## config.mk

```make
export PLATFORM = sky130hd
export DESIGN_NAME = pipeline_if_buffer_flat
export DESIGN_NICKNAME = d
export VERILOG_FILES = /design/src/rtl/pipeline_if_buffer_if.sv /design/src/rtl/pipeline_if_buffer.sv /design/src/flat_wrapper.sv
export SDC_FILE = /design/constraint.sdc
export NUM_CORES = 1
export LEC_CHECK = 0
export ABC_CLOCK_PERIOD_IN_PS = 5910
export CAP_MARGIN = 0
export CORE_MARGIN = 1.5
export CORE_UTILIZATION = 48
export CTS_CLUSTER_SIZE = 10
export DETAILED_ROUTE_END_ITERATION = 7
export PLACE_DENSITY = 0.66
export RECOVER_POWER = 50
export SETUP_SLACK_MARGIN = 0.05
export SLEW_MARGIN = 20
export SYNTH_ARGS = -nofsm -noshare
export SYNTH_HDL_FRONTEND = slang
export SYNTH_SLANG_ARGS = --single-unit
```

## constraint.sdc

```tcl
create_clock -name clk -period 5.91 [get_ports clk]
set_input_delay 1.182 -clock clk [delete_from_list [all_inputs] [get_ports clk]]
set_output_delay 1.182 -clock clk [all_outputs]
set_load 0.03 [all_outputs]
```

## src/rtl/pipeline_if_buffer_if.sv

```systemverilog
// pipeline_if_buffer_if: token, icache-return and IF->ID handshake bundle for pipeline_if_buffer
// slave: the IF buffer itself; master: the surrounding pipeline (pre_IF, icache, ID).
interface pipeline_if_buffer_if #(
  parameter int BUS_WD = 106
);
  logic                 pre_IF_IF_valid;
  logic [BUS_WD-1:0]    pre_IF_to_IF_bus;
  logic                 pre_IF_req_sent;
  logic                 IF_allowin;
  logic                 icache_data_ok;
  logic [31:0]          icache_rdata;
  logic                 ID_allowin;
  logic                 IF_ID_valid;
  logic [BUS_WD+31:0]   IF_to_ID_bus;
  modport slave (
    input  pre_IF_IF_valid, pre_IF_to_IF_bus, pre_IF_req_sent, icache_data_ok, icache_rdata, ID_allowin,
    output IF_allowin, IF_ID_valid, IF_to_ID_bus
  );
  modport master (
    output pre_IF_IF_valid, pre_IF_to_IF_bus, pre_IF_req_sent, icache_data_ok, icache_rdata, ID_allowin,
    input  IF_allowin, IF_ID_valid, IF_to_ID_bus
  );
endinterface

```

## src/rtl/pipeline_if_buffer.sv

```systemverilog
// pipeline_if_buffer: IF stage token FIFO matching in-order icache returns to pre_IF fetch tokens
// Ports: clk; reset (async, active-low); flush (drops all tokens, cancels in-flight returns);
//   bus (slave): pre_IF token push/IF_allowin, icache_data_ok/icache_rdata,
//   {inst, token} to ID via IF_ID_valid/ID_allowin; cancel_busy: stale returns still pending.
// Option: define IF_DATA_BYPASS_EN to forward icache_rdata to ID in the cycle it returns.
module pipeline_if_buffer #(
  parameter int DEPTH  = 4,
  parameter int BUS_WD = 106
) (
  input  logic                clk,
  input  logic                reset,
  input  logic                flush,
  pipeline_if_buffer_if.slave bus,
  output logic                cancel_busy
);
  localparam int AW = $clog2(DEPTH);
  localparam int BD = 72;
  logic [BUS_WD-1:0] tok [DEPTH];
  logic [31:0]       inst [DEPTH];
  logic [DEPTH-1:0]  need, filled;
  logic [AW-1:0]     wr_ptr, rd_ptr, data_ptr;
  logic [AW:0]       count, outstanding;
  logic [AW+1:0]     cancel_cnt, cancel_sum;
  logic              have_pend, head_ready, head_bd, byp, push, pop, fill, dok;
  assign dok = bus.icache_data_ok;
  // data_ptr is the oldest live entry still waiting for its word; returns arrive in order
  always_comb begin
    data_ptr = rd_ptr;
    have_pend = 1'b0;
    outstanding = '0;
    for (int k = DEPTH-1; k >= 0; k--)
      if ((AW+1)'(k) < count && need[rd_ptr + AW'(k)] && !filled[rd_ptr + AW'(k)]) begin
        data_ptr = rd_ptr + AW'(k);
        have_pend = 1'b1;
        outstanding = outstanding + (AW+1)'(1);
      end
  end
  assign head_ready = count != '0 && filled[rd_ptr];
  assign head_bd = count != '0 && tok[rd_ptr][BD];
`ifdef IF_DATA_BYPASS_EN
  assign byp = count != '0 && need[rd_ptr] && !filled[rd_ptr] && dok && cancel_cnt == '0 && !head_bd;
`else
  assign byp = 1'b0;
`endif
  assign bus.IF_allowin = count != (AW+1)'(DEPTH);
  assign bus.IF_ID_valid = !head_bd && (head_ready || byp);
  assign bus.IF_to_ID_bus = bus.IF_ID_valid ? {byp ? bus.icache_rdata : inst[rd_ptr], tok[rd_ptr]} : '0;
  assign cancel_busy = cancel_cnt != '0;
  assign push = bus.pre_IF_IF_valid && bus.IF_allowin && !flush;
  // branch-delay bubbles retire silently once their word has been consumed
  assign pop = !flush && (head_bd ? head_ready : bus.IF_ID_valid && bus.ID_allowin);
  assign fill = dok && cancel_cnt == '0 && have_pend;
  assign cancel_sum = cancel_cnt + (AW+2)'(outstanding);
  always_ff @(posedge clk or negedge reset)
    if (!reset) begin
      wr_ptr <= '0;
      rd_ptr <= '0;
      count <= '0;
      cancel_cnt <= '0;
    end else if (flush) begin
      wr_ptr <= '0;
      rd_ptr <= '0;
      count <= '0;
      cancel_cnt <= cancel_sum > (AW+2)'(dok) ? cancel_sum - (AW+2)'(dok) : '0;
    end else begin
      wr_ptr <= wr_ptr + AW'(push);
      rd_ptr <= rd_ptr + AW'(pop);
      count <= count + (AW+1)'(push) - (AW+1)'(pop);
      cancel_cnt <= cancel_cnt - (AW+2)'(dok && cancel_cnt != '0);
    end
  // entry payload needs no reset: liveness is tracked by count alone
  always_ff @(posedge clk) begin
    if (fill) begin
      filled[data_ptr] <= 1'b1;
      inst[data_ptr] <= bus.icache_rdata;
    end
    if (push) begin
      tok[wr_ptr] <= bus.pre_IF_to_IF_bus;
      need[wr_ptr] <= bus.pre_IF_req_sent;
      filled[wr_ptr] <= !bus.pre_IF_req_sent;
      inst[wr_ptr] <= '0;
    end
  end
  assert property (@(posedge clk) disable iff (!reset) dok |-> cancel_cnt != '0 || have_pend);
endmodule

```

## src/flat_wrapper.sv

```systemverilog
// flat-port wrapper written by rule: the top's interface ports become plain ports
module pipeline_if_buffer_flat 
#(
  parameter int DEPTH  = 4,
  parameter int BUS_WD = 106
)
  (clk, reset, flush, cancel_busy, bus_pre_IF_IF_valid, bus_pre_IF_to_IF_bus, bus_pre_IF_req_sent, bus_icache_data_ok, bus_icache_rdata, bus_ID_allowin, bus_IF_allowin, bus_IF_ID_valid, bus_IF_to_ID_bus);
  pipeline_if_buffer_if #(.BUS_WD(BUS_WD)) bus_i ();
  input  logic clk;
  input  logic reset;
  input  logic flush;
  output logic cancel_busy;
  input wire logic [$bits(bus_i.pre_IF_IF_valid)-1:0] bus_pre_IF_IF_valid;
  input wire logic [$bits(bus_i.pre_IF_to_IF_bus)-1:0] bus_pre_IF_to_IF_bus;
  input wire logic [$bits(bus_i.pre_IF_req_sent)-1:0] bus_pre_IF_req_sent;
  input wire logic [$bits(bus_i.icache_data_ok)-1:0] bus_icache_data_ok;
  input wire logic [$bits(bus_i.icache_rdata)-1:0] bus_icache_rdata;
  input wire logic [$bits(bus_i.ID_allowin)-1:0] bus_ID_allowin;
  output wire logic [$bits(bus_i.IF_allowin)-1:0] bus_IF_allowin;
  output wire logic [$bits(bus_i.IF_ID_valid)-1:0] bus_IF_ID_valid;
  output wire logic [$bits(bus_i.IF_to_ID_bus)-1:0] bus_IF_to_ID_bus;
  assign bus_i.pre_IF_IF_valid = bus_pre_IF_IF_valid;
  assign bus_i.pre_IF_to_IF_bus = bus_pre_IF_to_IF_bus;
  assign bus_i.pre_IF_req_sent = bus_pre_IF_req_sent;
  assign bus_i.icache_data_ok = bus_icache_data_ok;
  assign bus_i.icache_rdata = bus_icache_rdata;
  assign bus_i.ID_allowin = bus_ID_allowin;
  assign bus_IF_allowin = bus_i.IF_allowin;
  assign bus_IF_ID_valid = bus_i.IF_ID_valid;
  assign bus_IF_to_ID_bus = bus_i.IF_to_ID_bus;
  pipeline_if_buffer #(.DEPTH(DEPTH), .BUS_WD(BUS_WD)) u_core (.clk(clk), .reset(reset), .flush(flush), .bus(bus_i), .cancel_busy(cancel_busy));
endmodule
```

After elaboration in Yosys (flattened, before gate mapping)
Memories as Yosys holds them, arrays and structs flattened.
Index checks and enable logic that the tools add are counted.
{"block": "classes", "n_shift": 0, "n_reduce_logical": 30, "n_addsub": 13, "mux": 47, "n_div": 0, "bitwise": 1, "n_mul": 0, "order_cmp": 13, "n_eq_ne": 1}
{"operator": "$mux W138", "count": 1}
{"operator": "$logic_and A1 B1 Y1", "count": 20}
{"operator": "$mux W1", "count": 20}
{"operator": "$lt A2 B3 Y1 const B", "count": 6}
{"operator": "$bmux W1 S2", "count": 8}
{"operator": "$mux W4", "count": 4}
{"operator": "$mux W2", "count": 6}
{"operator": "$mux W3", "count": 4}
{"operator": "$bwmux W4", "count": 2}
{"operator": "$sub A4 B1 Y4", "count": 2}
{"operator": "$logic_not A1 Y1", "count": 7}
{"operator": "$add A3 B1 Y3 const B", "count": 2}
{"operator": "$lt A1 B3 Y1 const A", "count": 2}
{"operator": "$lt A2 B3 Y1 const A", "count": 2}
{"operator": "$add A2 B1 Y2", "count": 2}
{"operator": "$add A2 B2 Y2 const B", "count": 2}
{"operator": "$add A4 B3 Y4", "count": 1}
{"operator": "$demux W1 S2", "count": 2}
{"operator": "$ge A2 B1 Y1 const B", "count": 2}
{"operator": "$gt A4 B1 Y1", "count": 1}
{"operator": "$logic_not A4 Y1", "count": 1}
{"operator": "$or A4 B4 Y4", "count": 1}
{"operator": "$reduce_bool A4 Y1", "count": 1}
{"operator": "$add A3 B1 Y3", "count": 1}
{"operator": "other kinds (5)", "count": 5}
{"block": "word_totals", "word_cells": 113, "romBits": 0, "regBits": 19, "memories": 2, "in_bits": 145, "mem_bits_rw": 552, "latch_bits": 0}
{"name": "u_core.tok", "depth": 4, "width": 106, "rd": 1, "rd_clocked_by_memory_dff": 0, "wr": 1, "line_no": "pipeline_if_buffer.sv:18", "source": "logic [BUS_WD-1:0] tok [DEPTH];"}
{"name": "u_core.inst", "depth": 4, "width": 32, "rd": 1, "rd_clocked_by_memory_dff": 0, "wr": 2, "line_no": "pipeline_if_buffer.sv:19", "source": "logic [31:0] inst [DEPTH];"}

Logic depth before layout (Yosys ltp)
Gate-level depths: netlist (run 1).
{"block": "depth", "word_depth": 17, "mapped_depth": 18, "ltp_nobuf": 18}

Worst setup path before layout (run 1)
No wires, ideal clock.
{"block": "synth_path", "kind": "input-to-reg", "startpoint": "input port flush", "endpoint": "register u_core.need[0] (enable)", "setup_time_ns": 0.514, "path_stages": 3, "n_path_buf": 1, "t_required_ns": 5.396, "arrival_time_ns": 5.156, "setup_slack_ns": 0.240, "path_cell_list": "and3b_1 > nor3b_1 > clkbuf_1"}
{"block": "synth_between", "elab_chain_len": 2}
{"element": "start, declared", "line_no": "flat_wrapper.sv:11", "source": "input logic flush;"}
{"element": "$logic_not A1 Y1", "line_no": "pipeline_if_buffer.sv:49", "source": "assign push = bus.pre_IF_IF_valid && bus.IF_allowin && !flush;"}
{"element": "$logic_and A1 B1 Y1", "line_no": "pipeline_if_buffer.sv:49"}
{"element": "end signal, assigned by index", "line_no": "pipeline_if_buffer.sv:79", "source": "need[wr_ptr] <= bus.pre_IF_req_sent;"}
{"element": "end, declared", "line_no": "pipeline_if_buffer.sv:20", "source": "logic [DEPTH-1:0] need, filled;"}
No other way between the ends.
A chain may end at the register's enable or synchronous reset.

Worst setup path in the final report (run 1)
{"block": "layout_path", "startpoint": "input port flush", "endpoint": "memory u_core.tok[0][102] (enable)"}
{"block": "layout_between", "elab_chain_len": 4}
{"element": "$logic_not A1 Y1", "line_no": "pipeline_if_buffer.sv:49"}
{"element": "$logic_and A1 B1 Y1", "line_no": "pipeline_if_buffer.sv:49"}
{"element": "$mux W1", "line_no": "pipeline_if_buffer.sv:77", "source": "if (push) begin"}
{"element": "$mux W1 (not written as such)", "line_no": "pipeline_if_buffer.sv:78", "source": "tok[wr_ptr] <= bus.pre_IF_to_IF_bus;"}
{"element": "end, declared", "line_no": "pipeline_if_buffer.sv:18"}
No other way between the ends.

==> results of run 1 <==
-- worst min path at each step --
stage | startpoint | end | slack [ns]
finish | u_core.inst[1][14] | u_core.inst[1][14] | 0.47
global route | u_core.inst[1][9] | u_core.inst[1][9] | 0.49
CTS | u_core.inst[3][12] | u_core.inst[3][12] | 0.47
detailed placement | u_core.inst[3][12] | u_core.inst[3][12] | 0.46
global placement | u_core.inst[1][20] | u_core.inst[1][20] | 0.46
floorplan | u_core.inst[3][10] | u_core.inst[3][10] | 0.45
-- where the power goes --
part           switching, mW  internal [mW]
registers              0.193           4.79
clock network           1.56           2.18
logic                   1.87           1.40
-- layout make-up --
class | instances | share of cell area [%]
antenna | 10 | 0.0872
clock buffer | 94 | 6.45
clock inverter | 8 | 0.384
inverter | 13 | 0.170
multi-input combinational | 775 | 24.1
sequential | 571 | 55.0
tap | 615 | 2.68
timing repair buffer | 316 | 11.1
-- worst max-delay path: stages --
cell	delay [ns]
dlygate4sd3_1	0.56
clkbuf_1	0.30
and3b_1	0.41
nor3b_1	0.27
buf_2	2.17
-- Yosys cell counts, types with 2 or more instances --
library cell,n
xor2_1,5
o21ai_1,84
ha_1,15
nor2_1,10
and3_1,2
mux2_2,2
buf_6,11
fa_1,2
dfxtp_1,132
buf_1,5
edfxtp_1,428
o21ai_0,48
and3b_1,2
mux4_2,142
clkbuf_1,58
a211oi_1,4
inv_2,2
a22oi_4,2
nor2b_1,149
nand3_1,132
buf_2,32
inv_1,11
o22ai_1,3
clkbuf_2,2
buf_4,10
a31oi_1,2
a22o_1,2
dfrtp_1,11
xnor2_1,6
nand2_1,6
a21oi_1,134
-- stage by stage --
stage / power, mW / util (%) / cell area (um^2) / hold WS (ns)
after CTS: 12.1 / 59.9 / 28700 / 0.472
after global routing: 12.5 / 59.9 / 28700 / 0.490
after floorplan: 7.36 / - / 23300 / 0.451
after global placement: 8.27 / 55.8 / 26700 / 0.458
after detailed placement: 8.33 / 55.8 / 26700 / 0.464
final: 12.0 / 60.0 / 28700 / 0.474
-- flip-flops by register name, indices dropped and copies added, names as in the netlist --
name	count
u_core.count	3
u_core.filled	4
u_core.wr_ptr	2
u_core.cancel_cnt	4
u_core.inst	128
u_core.need	4
u_core.tok	424
u_core.rd_ptr	2
-- logic make-up after synthesis --
family / Yosys count
DFF: 571
and+or+nand+nor: 311
AOI/OAI and AO/OA: 291
muxes: 144
buffers and inverters: 131
adders and majority gates: 17
xor gates and xnor gates: 11
other: 1
-- per-layer routing --
metal | wire (um) | GRT usage [%] | part of all wire, %
met4 | 980 | 6.34 | 1.9
met5 | 92 | 0 | 0.17
met3 | 3880 | 6.14 | 7.4
met2 | 25400 | 34.1 | 48
met1 | 22400 | 28.7 | 42
==> flow_metrics.py, run 1 <==
metrics = {
    "synth": {
        "synth_top_family_by_area": "multiplexers",
        "synth_cell_type_count": 54,
        "synth_mux_area_share_pct": 13.8,
        "yosys_warnings": 0,
        "yosys.area_share.adder_pct": 0.977,
        "synthFlopType": "edfxtp_1",
        "synth-xor-area-share_pct": 0.413,
        "synth_top_area_share_pct": 55.1,
        "postSynthCellCount": 1477,
        "syn-num-nets": 1639,
        "postSynthAreaPerCell_um2": 15.8,
        "synth_compound_area_share_pct": 6.80,
        "ys_async_sr_fraction_pct": 1.93,
        "ys_ff_latch": 571,
        "yosys.area_share.simple_pct": 7.53,
        "synth_edf_count": 428,
        "yosys.area.top_type": "edfxtp_1",
        "synthTopCellsByArea": "edfxtp_1, mux4_2, dfxtp_1",
        "netlist_area_um2": 23300,
        "ys_seq_area_share_pct": 67.6,
    },
    "critical_path": {
        "worst-r2r-cell-count": 14,
        "path_max_fanout": 112,
        "reg2reg_slack_ns": 1.36,
        "critPathCaptureType": "register",
        "critPathKind": "input port to register",
        "cp-endpoint": "u_core.tok[0][102]",
        "worstPathRequired_ns": 6.04,
        "r2r-end": "u_core.cancel_cnt[3]",
        "r2r_start": "u_core.rd_ptr[0]",
        "crit_start": "flush",
        "critPathArrivalTime_ns": 5.10,
        "worstSetupStartpointType": "input port",
    },
    "finish": {
        "area_growth_syn_to_layout_pct": 23.0,
        "drive_gt1_share_pct": 15.4,
        "most-common-layout-cells": "edfxtp_1, clkdlybuf4s50_1, nor2b_1",
        "fin_nets": 1907,
        "fillers": 3659,
        "multiInputGateArea_um2": 6920,
        "final_cells": 2402,
        "regArea_um2": 15800,
        "final_common_cell": "edfxtp_1",
    },
    "power": {
        "p_leak_nw": 9.15,
        "ir_worst_vdd_v": 0.000241,
        "power_density_nw_per_um2": 418,
    },
    "sta": {
        "tightestPinTransition_ns": 3.10,
        "fmax_mhz": 201,
        "post-route-period-util_pct": 84.1,
        "rsz0062_at_grt": "false",
        "skew_ns": 0.0107,
        "slew_headroom_pct": -106,
        "finalSetupViolCount": 0,
        "finalHoldViolCount": 0,
        "layout_min_cycle_time_ns": 4.97,
        "finalSetupTns_ns": 0,
        "slew_viol_final": 250,
        "fin_ws_ns": 0.940,
    },
    "clock_network": {
        "clk_path_buf_depth": 3,
        "clock_latency_ns": 0.59,
        "path_clk_slew_ns": 0.05,
        "cts_buffers": 68,
        "cts_sinks": 571,
        "cts.repair.resized": 0,
        "cts_root_buf": "clkbuf_16",
        "cts_tree": "done",
        "postCtsSetupRepairBufs": 0,
        "cts_max_level": 3,
        "cts_hold_buf": 0,
    },
    "floorplan": {
        "dieWidth_um": 223,
        "die_h_um": 223,
        "pin_count": 286,
        "fp.coreArea_um2": 47800,
        "start_util_pct": 48.7,
        "fp-row-count": 80,
        "dieArea_um2": 49900,
    },
    "routing": {
        "dr.pass1.iters": 5,
        "drtIter0Drc": 1212,
        "wl_per_cell_um": 21.9,
        "post-route-drc-count": 0,
        "viasPerCell": 5.77,
        "wl_um": 52700,
        "antenna_left": 0,
        "vias": 13900,
    },
    "global_routing": {
        "antenna_found_initial": 19,
        "grt_pass1_wl_um": 81700,
        "overflow": 0,
        "grt_max_degree": 116,
        "grtUsageTotal_pct": 21.4,
        "grt_pass1_vias": 14300,
    },
    "status": {
        "violations": "capacitance limit, slew limit",
        "run_status": "complete, but fails checks",
    },
    "min_path": {
        "holdPathStages": 2,
        "hold_class": "register to register",
    },
    "placement": {
        "dp_slack_ns": 1.33,
        "dp_cells": 2288,
        "gp_congestion": 0.714,
        "port_buffers": 284,
        "dp_hpwl_um": 30000,
    },
    "flow_run": {
        "cap_violations": 5,
    },
}
Note: power is estimated with default switching activity, not from simulation.
==> run 2, diff against run 1 <==
- ABC_CLOCK_PERIOD_IN_PS: 5910 -> 4400
- PLACE_DENSITY: 0.66 -> 0.69
- clock period: 5.91 -> 4.4 ns (I/O delays scaled with it)
==> flow_metrics.py, run 2 (synthesized netlist as in run 1, its figures left out) <==
metrics = {
    "status": {
        "run_status": "complete, but fails checks",
        "violations": "capacitance limit, slew limit",
    },
    "power": {
        "pwr-share-clk_pct": 30.5,
        "p_int_mw": 11.2,
        "p_comb_share_pct": 27.5,
        "ir_worst_vdd_v": 0.000494,
        "switchingPower_mw": 4.73,
        "power_density_nw_per_um2": 556,
        "sequentialPowerShare_pct": 41.9,
        "p_sw_share_pct": 29.6,
        "p_leak_nw": 9.24,
    },
    "critical_path": {
        "worstPathRequired_ns": 3.52,
        "critPathCaptureType": "output port",
        "critPathArrivalTime_ns": 3.32,
        "reg2reg_slack_ns": 0.42,
        "worst-path-buf-inv": 3,
        "crit_chain": "buf_8 -> mux4_2 -> or2_4 -> buf_12 -> nor2b_1 -> clkdlybuf4s50_1",
        "path_max_fanout": 50,
        "crit_start": "u_core.rd_ptr[1]",
        "worstSetupStartpointType": "register",
        "cpLargestDelayFamily": "buffers and inverters",
        "max_stage_delay_ns": 0.70,
        "critPathKind": "register to output port",
        "worst_path_max_delay_cell": "clkdlybuf4s50_1",
        "r2r_start": "u_core.rd_ptr[1]",
    },
    "min_path": {
        "hp-start": "u_core.inst[3][19]",
        "hold_class": "register to register",
    },
    "finish": {
        "largest_reg_flops": 424,
        "top_register": "u_core.tok",
        "fin_nets": 1908,
        "fillers": 3617,
        "most-common-layout-cells": "edfxtp_1, clkdlybuf4s50_1, nor2b_1",
        "final_cells": 2394,
        "top_regs": "u_core.tok: 424 flops, u_core.inst: 128 flops",
        "final_common_cell": "edfxtp_1",
        "drive_gt1_share_pct": 15.4,
        "area_growth_syn_to_layout_pct": 23.2,
    },
    "routing": {
        "antenna_left": 0,
        "vias": 13900,
        "viasPerCell": 5.79,
        "post-route-drc-count": 0,
        "wl_um": 52400,
        "wl_per_cell_um": 21.9,
        "drtIter0Drc": 1095,
        "dr.pass1.iters": 5,
    },
    "global_routing": {
        "grtUsageTotal_pct": 21.1,
        "grt_pass1_wl_um": 80600,
        "antenna_found_initial": 18,
        "grt_max_degree": 125,
        "grt_pass1_vias": 14100,
        "overflow": 0,
    },
    "clock_network": {
        "cts_sinks": 571,
        "cts_root_buf": "clkbuf_16",
        "path_clk_slew_ns": 0.05,
        "clk_path_buf_depth": 3,
        "cts_tree": "done",
        "cts_buffers": 68,
        "cts_max_level": 3,
        "cts_hold_buf": 0,
        "postCtsSetupRepairBufs": 0,
        "cts.repair.resized": 5,
        "clock_latency_ns": 0.58,
    },
    "sta": {
        "layout_min_cycle_time_ns": 4.20,
        "finalSetupViolCount": 0,
        "hold_ws_ns": 0.474,
        "post-route-period-util_pct": 95.4,
        "finalHoldViolCount": 0,
        "slew_headroom_pct": -56.5,
        "slew_viol_final": 198,
        "fmax_mhz": 238,
        "tightestPinTransition_ns": 2.35,
        "rsz0062_at_grt": "false",
        "skew_ns": 0.0130,
        "finalSetupTns_ns": 0,
    },
    "placement": {
        "dp_cells": 2291,
        "gp_congestion": 0.739,
        "dp_hpwl_um": 30100,
        "port_buffers": 284,
    },
    "floorplan": {
        "start_util_pct": 48.7,
        "fp.coreArea_um2": 47800,
        "pin_count": 286,
        "die_h_um": 223,
        "fp-row-count": 80,
        "dieArea_um2": 49900,
        "dieWidth_um": 223,
    },
    "flow_run": {
        "cap_violations": 4,
    },
}
run 2: path summary, 6_finish.rpt:
kind | end | cells past startpoint
max reg2reg | u_core.cancel_cnt[3] | 13
min reg2reg | u_core.inst[3][19] | 2
max in group asynchronous | u_core.rd_ptr[1] | 1
min | u_core.inst[3][19] | 2
max | bus_IF_to_ID_bus[42] | 6
min in group asynchronous | u_core.cancel_cnt[1] | 1
run 2: metal layers:
layer  up-vias  part of all wire, %  global-route usage [%]
li1       6269                    -                       -
met1      6972                   42                    28.1
met2       499                   49                    34.4
met3       106                  6.8                    5.68
met4        20                  2.1                    6.10
met5         -                 0.26                       0
run 2: stage by stage:
step / util, % / area (um^2) / total power, mW / setup WS (ns)
floorplan: - / 23300 / 9.87 / 0.693
global placement: 56.1 / 26800 / 11.1 / 0.529
detailed placement: 56.1 / 26800 / 11.2 / 0.460
CTS: 60.0 / 28700 / 16.1 / 0.0760
global route: 60.0 / 28700 / 16.7 / 0.0564
finish: 60.0 / 28700 / 16.0 / 0.203
run 2: power groups by stage:
stage                     sequential (mW)  clock [mW]  combinational (mW)
final                                6.70        4.87                4.39
after global placement               6.76           0                4.39
after CTS                            6.69        4.98                4.47
after global routing                 6.75        5.18                4.76
after detailed placement             6.80           0                4.45
after floorplan                      6.70           0                3.17
run 2: final cells by class:
class	count	area [um^2]	area share, %
clock inverters	6	27.5	0.0959
repair buffers	317	3280	11.4
flip-flops and latches	571	15800	55.0
multi-input cells	775	6920	24.1
diodes	8	20.0	0.0697
clock buffers	89	1860	6.49
inverters	13	48.8	0.170
well taps	615	769	2.68
run 2: worst min-delay path, stage by stage, from the launching register on:
cell,delay [ns]
dfxtp_1,0.30
o21ai_0,0.06
a21oi_1,0.06
